--- src/rtl/alu_arbiter_if.sv ---
// Requester and shared-ALU signal bundle for alu_arbiter.
// slave: arbiter side; master: requesters plus the shared ALU result.
interface alu_arbiter_if;
    logic              req0;
    logic              req1;
    logic [1:0]        op0;
    logic [1:0]        op1;
    logic signed [3:0] a0;
    logic signed [3:0] b0;
    logic signed [3:0] a1;
    logic signed [3:0] b1;
    logic [1:0]        alu_opcode;
    logic signed [3:0] alu_a;
    logic signed [3:0] alu_b;
    logic signed [4:0] alu_c;
    logic signed [4:0] result;
    logic              done0;
    logic              done1;
    logic              busy;

    modport slave (
        input  req0, req1, op0, op1, a0, b0, a1, b1, alu_c,
        output alu_opcode, alu_a, alu_b, result, done0, done1, busy
    );

    modport master (
        output req0, req1, op0, op1, a0, b0, a1, b1, alu_c,
        input  alu_opcode, alu_a, alu_b, result, done0, done1, busy
    );
endinterface

--- src/rtl/alu_arbiter.sv ---
// Round-robin arbiter granting two requesters access to one shared ALU,
// holding the latched operands for ALU_LAT cycles and returning the result.
module alu_arbiter #(
    parameter int unsigned ALU_LAT = 1
) (
    input  logic         clk,
    input  logic         reset,
    alu_arbiter_if.slave bus
);

    typedef enum logic [1:0] {IDLE, EXEC, DONE} state_t;

    localparam logic [2:0] LAT = 3'(ALU_LAT);

    state_t            state_q, state_d;
    logic [2:0]        cnt_q, cnt_d;
    logic              last_gnt_q, last_gnt_d;
    logic              gnt_q, gnt_d;
    logic [1:0]        opc_q, opc_d;
    logic signed [3:0] a_q, a_d;
    logic signed [3:0] b_q, b_d;
    logic signed [4:0] res_q, res_d;
    logic              done0_q, done0_d;
    logic              done1_q, done1_d;
    logic              pick;

    // Requester 1 wins if alone, or on contention when 0 was served last.
    assign pick = bus.req1 & (~bus.req0 | ~last_gnt_q);

    always_comb begin
        state_d    = state_q;
        cnt_d      = cnt_q;
        last_gnt_d = last_gnt_q;
        gnt_d      = gnt_q;
        opc_d      = opc_q;
        a_d        = a_q;
        b_d        = b_q;
        res_d      = res_q;
        done0_d    = 1'b0;
        done1_d    = 1'b0;
        case (state_q)
            IDLE: begin
                if (bus.req0 | bus.req1) begin
                    gnt_d      = pick;
                    last_gnt_d = pick;
                    opc_d      = pick ? bus.op1 : bus.op0;
                    a_d        = pick ? bus.a1  : bus.a0;
                    b_d        = pick ? bus.b1  : bus.b0;
                    cnt_d      = '0;
                    state_d    = EXEC;
                end
            end
            EXEC: begin
                cnt_d = cnt_q + 3'd1;
                if (cnt_q == LAT) begin
                    res_d   = bus.alu_c;
                    done0_d = ~gnt_q;
                    done1_d = gnt_q;
                    state_d = DONE;
                end
            end
            DONE:    state_d = IDLE;
            default: state_d = IDLE;
        endcase
    end

    always_ff @(posedge clk or posedge reset) begin
        if (reset) begin
            state_q    <= IDLE;
            cnt_q      <= '0;
            last_gnt_q <= 1'b1;
            gnt_q      <= 1'b0;
            opc_q      <= '0;
            a_q        <= '0;
            b_q        <= '0;
            res_q      <= '0;
            done0_q    <= 1'b0;
            done1_q    <= 1'b0;
        end else begin
            state_q    <= state_d;
            cnt_q      <= cnt_d;
            last_gnt_q <= last_gnt_d;
            gnt_q      <= gnt_d;
            opc_q      <= opc_d;
            a_q        <= a_d;
            b_q        <= b_d;
            res_q      <= res_d;
            done0_q    <= done0_d;
            done1_q    <= done1_d;
        end
    end

    assign bus.alu_opcode = opc_q;
    assign bus.alu_a      = a_q;
    assign bus.alu_b      = b_q;
    assign bus.result     = res_q;
    assign bus.done0      = done0_q;
    assign bus.done1      = done1_q;
    assign bus.busy       = (state_q != IDLE);

endmodule

--- src/flat_wrapper.sv ---
// flat-port wrapper written by rule: the top's interface ports become plain ports
module alu_arbiter_flat 
#(
    parameter int unsigned ALU_LAT = 1
)
  (clk, reset, bus_req0, bus_req1, bus_op0, bus_op1, bus_a0, bus_b0, bus_a1, bus_b1, bus_alu_c, bus_alu_opcode, bus_alu_a, bus_alu_b, bus_result, bus_done0, bus_done1, bus_busy);
  alu_arbiter_if bus_i ();
  input  logic clk;
  input  logic reset;
  input wire logic [$bits(bus_i.req0)-1:0] bus_req0;
  input wire logic [$bits(bus_i.req1)-1:0] bus_req1;
  input wire logic [$bits(bus_i.op0)-1:0] bus_op0;
  input wire logic [$bits(bus_i.op1)-1:0] bus_op1;
  input wire logic [$bits(bus_i.a0)-1:0] bus_a0;
  input wire logic [$bits(bus_i.b0)-1:0] bus_b0;
  input wire logic [$bits(bus_i.a1)-1:0] bus_a1;
  input wire logic [$bits(bus_i.b1)-1:0] bus_b1;
  input wire logic [$bits(bus_i.alu_c)-1:0] bus_alu_c;
  output wire logic [$bits(bus_i.alu_opcode)-1:0] bus_alu_opcode;
  output wire logic [$bits(bus_i.alu_a)-1:0] bus_alu_a;
  output wire logic [$bits(bus_i.alu_b)-1:0] bus_alu_b;
  output wire logic [$bits(bus_i.result)-1:0] bus_result;
  output wire logic [$bits(bus_i.done0)-1:0] bus_done0;
  output wire logic [$bits(bus_i.done1)-1:0] bus_done1;
  output wire logic [$bits(bus_i.busy)-1:0] bus_busy;
  assign bus_i.req0 = bus_req0;
  assign bus_i.req1 = bus_req1;
  assign bus_i.op0 = bus_op0;
  assign bus_i.op1 = bus_op1;
  assign bus_i.a0 = bus_a0;
  assign bus_i.b0 = bus_b0;
  assign bus_i.a1 = bus_a1;
  assign bus_i.b1 = bus_b1;
  assign bus_i.alu_c = bus_alu_c;
  assign bus_alu_opcode = bus_i.alu_opcode;
  assign bus_alu_a = bus_i.alu_a;
  assign bus_alu_b = bus_i.alu_b;
  assign bus_result = bus_i.result;
  assign bus_done0 = bus_i.done0;
  assign bus_done1 = bus_i.done1;
  assign bus_busy = bus_i.busy;
  alu_arbiter #(.ALU_LAT(ALU_LAT)) u_core (.clk(clk), .reset(reset), .bus(bus_i));
endmodule
--- config.mk ---
export PLATFORM = sky130hd
export DESIGN_NAME = alu_arbiter_flat
export DESIGN_NICKNAME = d
export VERILOG_FILES = /design/src/rtl/alu_arbiter_if.sv /design/src/rtl/alu_arbiter.sv /design/src/flat_wrapper.sv
export SDC_FILE = /design/constraint.sdc
export NUM_CORES = 1
export LEC_CHECK = 0
export CORE_MARGIN = 2
export CORE_UTILIZATION = 42
export CTS_CLUSTER_DIAMETER = 30
export DETAILED_ROUTE_END_ITERATION = 7
export PLACE_DENSITY = 0.88
export SLEW_MARGIN = 30
export SYNTH_ARGS = -nofsm -noshare
export SYNTH_HDL_FRONTEND = slang
export SYNTH_SLANG_ARGS = --single-unit
export TNS_END_PERCENT = 10
--- constraint.sdc ---
create_clock -name clk -period 2.15 [get_ports clk]
set_clock_uncertainty 0.05 [all_clocks]
set_input_delay 0.43 -clock clk [delete_from_list [all_inputs] [get_ports clk]]
set_output_delay 0.43 -clock clk [all_outputs]
set_load 0.02 [all_outputs]
Word level (Yosys, flattened, before mapping)
Index checks and enable logic that the tools add are counted.
- bits in registers: 24
- bits in latches: 0
- memory bits (writable): 0
- ROM bits: 0
- input bits: 29
- output and inout bits: 18
- word-level logic and storage cells: 40
- memories kept: 0
- add/subtract/negate cells: 1
- $mul: 0
- divide/modulo/power cells: 0
- order comparisons: 0
- equality and inequality tests: 4
- shift operators: 0
- mux-type cells: 12
- bitwise gates (word level): 6
- reductions and logical operators: 7
- operators by type and width (operator ; count):
    4-bit 2-to-1 mux ; 2
    2-bit AND reduction ; 4
    2-bit 2-to-1 mux ; 3
    3-bit one-hot mux with 2 select lines ; 1
    1-bit 2-to-1 mux ; 4
    2-bit by 1-bit != test with 1-bit output (second input constant) ; 2
    2-bit one-hot mux with 2 select lines ; 1
    2-bit nonzero test ; 2
    3-bit by 1-bit adder with 3-bit output (second input constant) ; 1
    3-bit by 1-bit == test with 1-bit output (second input constant) ; 1
    3-bit 2-to-1 mux ; 1
    1-bit inverter ; 3
    2-bit by 1-bit == test with 1-bit output (second input constant) ; 1
    2-bit logical NOT ; 1
    1-bit bitwise OR ; 2
    1-bit bitwise AND ; 1

Depth between registers and ports, before layout
- depth in word-level cells: 4
- mapped depth: 6
- depth with buffers taken out: 5

Least setup slack after synthesis
Ideal clock, no wire load.
- path kind: reg2reg
- start point: reg u_core.state_q[0]
- end point: reg u_core.a_q[0], in the netlist u_core.bus.alu_a[0]
- library setup time: 0.125 ns
- arrival time: 1.381 ns
- required time: 1.975 ns
- path slack: 0.594 ns
- cell stages (with the launch flop): 6
- buffers on the path: 2
- period minus slack after synthesis: 1.556 ns
- cell sequence: dfrtp_1 -> or2_0 -> buf_2 -> nor2_4 -> buf_6 -> mux2_4
- cells in the longest elaborated chain, start to end: 2
- ends and longest elaborated chain (item ; line ; source):
    from (decl) ; alu_arbiter.sv:15 ; state_t state_q, state_d;
    from (signal assigned) ; alu_arbiter.sv:80 ; state_q <= state_d;
    2-bit logical NOT ; alu_arbiter.sv:41 ; case (state_q)
    2-bit AND reduction (no source line) ; - ;
    to (signal assigned) ; alu_arbiter.sv:74 ; a_q <= '0;
    to (signal assigned) ; alu_arbiter.sv:85 ; a_q <= a_d;
    to (decl) ; alu_arbiter.sv:20 ; logic signed [3:0] a_q, a_d;
No other way between the ends.
A chain may end at the register's enable or synchronous reset.

Worst setup path in the final report
- start point: reg u_core.state_q[0]
- end point: out bus_busy
- cells in the longest elaborated chain, start to end: 1
- ends and longest elaborated chain (item ; line ; source):
    2-bit nonzero test ; alu_arbiter.sv:99 ; assign bus.busy = (state_q != IDLE);
    to (decl) ; flat_wrapper.sv:25 ; output wire logic [$bits(bus_i.busy)-1:0] bus_busy;
No other way between the ends.

==> results.cfg <==
[outcome]
status = finished clean

[synthesis]
synth_top_family_by_area = multiplexers
syn_inst = 78
synth_area_um2 = 1150
synth.distinct_cells = 24
yosysTopAreaCell = dfrtp_1
ys_warn_count = 0
ys_ff_latch = 24
synth_top_area_share_pct = 49.9
yosys.area_share.simple_pct = 5.86
syn_nets = 109
muxShareOfSynthArea_pct = 30.5
synth-compound-area-share_pct = 4.67
synthTopCellsByArea = dfrtp_1 50%, mux2_4 21%, mux2_2 6.8%
synth_adder_area_share_pct = 2.17
avgSynthCellArea_um2 = 14.8
ys_seq_area_share_pct = 52.2
synth_xor_area_share_pct = 0.760

[sta]
slew_viol_final = 0
clock.fmax_mhz = 504
tns_ns = 0
layout_worst_path_cycle_share_pct = 92.3
worstMarginPinSlew_ns = 0.614
rsz0062_at_grt = false
setup_viol = 0
hold_violations = 0
min_period_ns = 1.98
slew_headroom_pct = 59.0

[placement]
io_buffers = 46
place_hpwl_um = 1870
placed_cells = 154
placed_cell_area_um2 = 1660
place_congestion = 0.680

[global_routing]
grt.total_usage_pct = 15.2
busiest_layer = met2
grt_use_met1_pct = 17.2
grt_max_degree = 25
grt_first_pass_wirelength_um = 3710
use_met2_pct = 28.6
antenna_found_initial = 0
grt_pass1_vias = 838
overflow = 0
grt_util_met3_pct = 2.53

[routing]
drt_iter0_markers = 4
via_per_inst = 4.87
totalWireLength_um = 2350
avgRoutedWirePerCell_um = 14.9
dr_total_vias = 770
drc_errors = 0
firstDrtPassIters = 3
ant_nets = 0

[floorplan]
rows = 18
start_util_pct = 45.3
die_w_um = 56.4
io_pins = 47
core_area_um2 = 2540
fp.dieArea_um2 = 3180
die_y_um = 56.4

[cts]
cts_tree = done
clk_latency_ns = 0.30
ctsResizeCount = 0
cts_made_buffers = 3
clockRootBuffer = clkbuf_4
hold_buffers = 0
cts_num_sinks = 24
postCtsSetupBuffers = 0
htreeDepth = 1
clk_path_buf_depth = 2
clkTransAtPathRegs_ns = 0.12

[min_path]
holdCritPathClass = primary input to asynchronous set/reset pin

[cells_and_area]
syn2layout_area_growth_pct = 47.2
diodes = 0
layout.cells.non_filler = 158
layout-drive-gt1-share_pct = 26.6
fin_nets = 160
utilization_pct = 66.7
n_fill_cell = 205
finalInstanceArea_um2 = 1700

[pwr]
peakVddDrop_uv = 1130
p_leak_nw = 0.754
power_density_nw_per_um2 = 1370

[critical_path]
startpoint_type = register
critPathKind = register to output port
arrival_ns = 1.50
cp_max_fo = 3
end_kind = output port
required_ns = 1.67

[run]
maxCapViolations = 0
## worst max-delay path, cell delays in order (launching register included)
cell and delay [ns]:
dfrtp_1 0.41, or2_0 0.24, clkdlybuf4s50_1 0.54
## where the power goes
part           internal [mW]  switching [mW]  leakage (nW)
combinational          0.729           0.555         0.444
clock                  0.103           0.124        0.0210
sequential             0.676           0.129         0.289
## final cells by class
class | count | area (um2) | share of cell area, %
repair buffers | 50 | 503 | 29.6
flip-flops and latches | 24 | 602 | 35.5
multi-input cells | 47 | 507 | 29.9
inverters | 3 | 11.3 | 0.664
well taps | 30 | 37.5 | 2.21
clock buffers | 4 | 36.3 | 2.14
## placed cells by master (no fill, tap or decap), types with 2 or more instances in the layout
cell | synthesis | final
clkdlybuf4s50_1 | 0 | 46
dfrtp_1 | 23 | 23
mux2_4 | 16 | 16
mux2_2 | 7 | 7
inv_1 | 3 | 3
clkbuf_4 | 0 | 3
buf_4 | 0 | 3
nor2_1 | 2 | 2
o21ai_0 | 2 | 2
nor2b_1 | 2 | 2
mux2_1 | 2 | 2
and2_1 | 2 | 2
o22ai_1 | 2 | 2
ha_1 | 2 | 2
## registers in the layout (all words and copies together), names as in the netlist
| name | count |
|---|---|
| u_core.bus.alu_a | 4 |
| u_core.cnt_q | 3 |
| u_core.bus.result | 5 |
| u_core.bus.done0 | 1 |
| u_core.bus.alu_opcode | 2 |
| u_core.gnt_q | 1 |
| u_core.state_q | 2 |
| u_core.last_gnt_q | 1 |
| u_core.bus.done1 | 1 |
| u_core.bus.alu_b | 4 |
## cell families (layout without fill, tap and decap cells)
group           count (synthesis)  in the layout
buf+inv                         7             57
simple gates                   11             11
flops                          24             24
xor+xnor                        1              1
mux                            26             26
fa+ha+maj                       2              2
compound gates                  7              7
## routing by layer
| layer | wire length (um) | vias to the layer above |
|---|---|---|
| li1 | - | 367 |
| met1 | 941 | 368 |
| met2 | 1270 | 33 |
| met3 | 122 | 2 |
| met4 | 21 | 0 |
| met5 | 0 | - |
## stage by stage
| stage | hold slack (ns) | power, mW | worst slack [ns] |
|---|---|---|---|
| 4_1_cts | 0.413 | 2.35 | 0.149 |
| 3_5_place_dp | 0.427 | 2.11 | 0.146 |
| 2_1_floorplan | 0.394 | 1.58 | 0.594 |
| 5_1_grt | 0.426 | 2.45 | 0.0934 |
| 6_report | 0.411 | 2.32 | 0.166 |
| 3_3_place_gp | 0.421 | 2.05 | 0.173 |
## final timing paths
path	from	to	slack, ns	depth (start not counted)
max reg2reg	u_core.cnt_q[1]	u_core.bus.result[4]	0.25	5
max	u_core.state_q[0]	bus_busy	0.17	2
max in group asynchronous	reset	u_core.last_gnt_q	1.36	3
min in group clk	u_core.bus.result[1]	u_core.bus.result[1]	0.45	1
min	reset	u_core.gnt_q	0.41	3
min reg2reg	u_core.bus.result[1]	u_core.bus.result[1]	0.45	1
## synthesized netlist by cell type
cell / number
dfstp_2: 1
dfrtp_1: 23
nor2_4: 1
mux2_4: 16
mux2_1: 2
buf_6: 2
o211ai_1: 1
buf_2: 2
or2_0: 1
nand3b_1: 1
a21bo_4: 1
nor2_1: 2
xor2_1: 1
nand2_1: 1
o31ai_1: 1
inv_1: 3
mux2_2: 7
ha_1: 2
nand2b_1: 1
mux2i_1: 1
o21ai_0: 2
o22ai_1: 2
and2_1: 2
nor2b_1: 2
No activity file was read; power rests on OpenSTA's default activity.
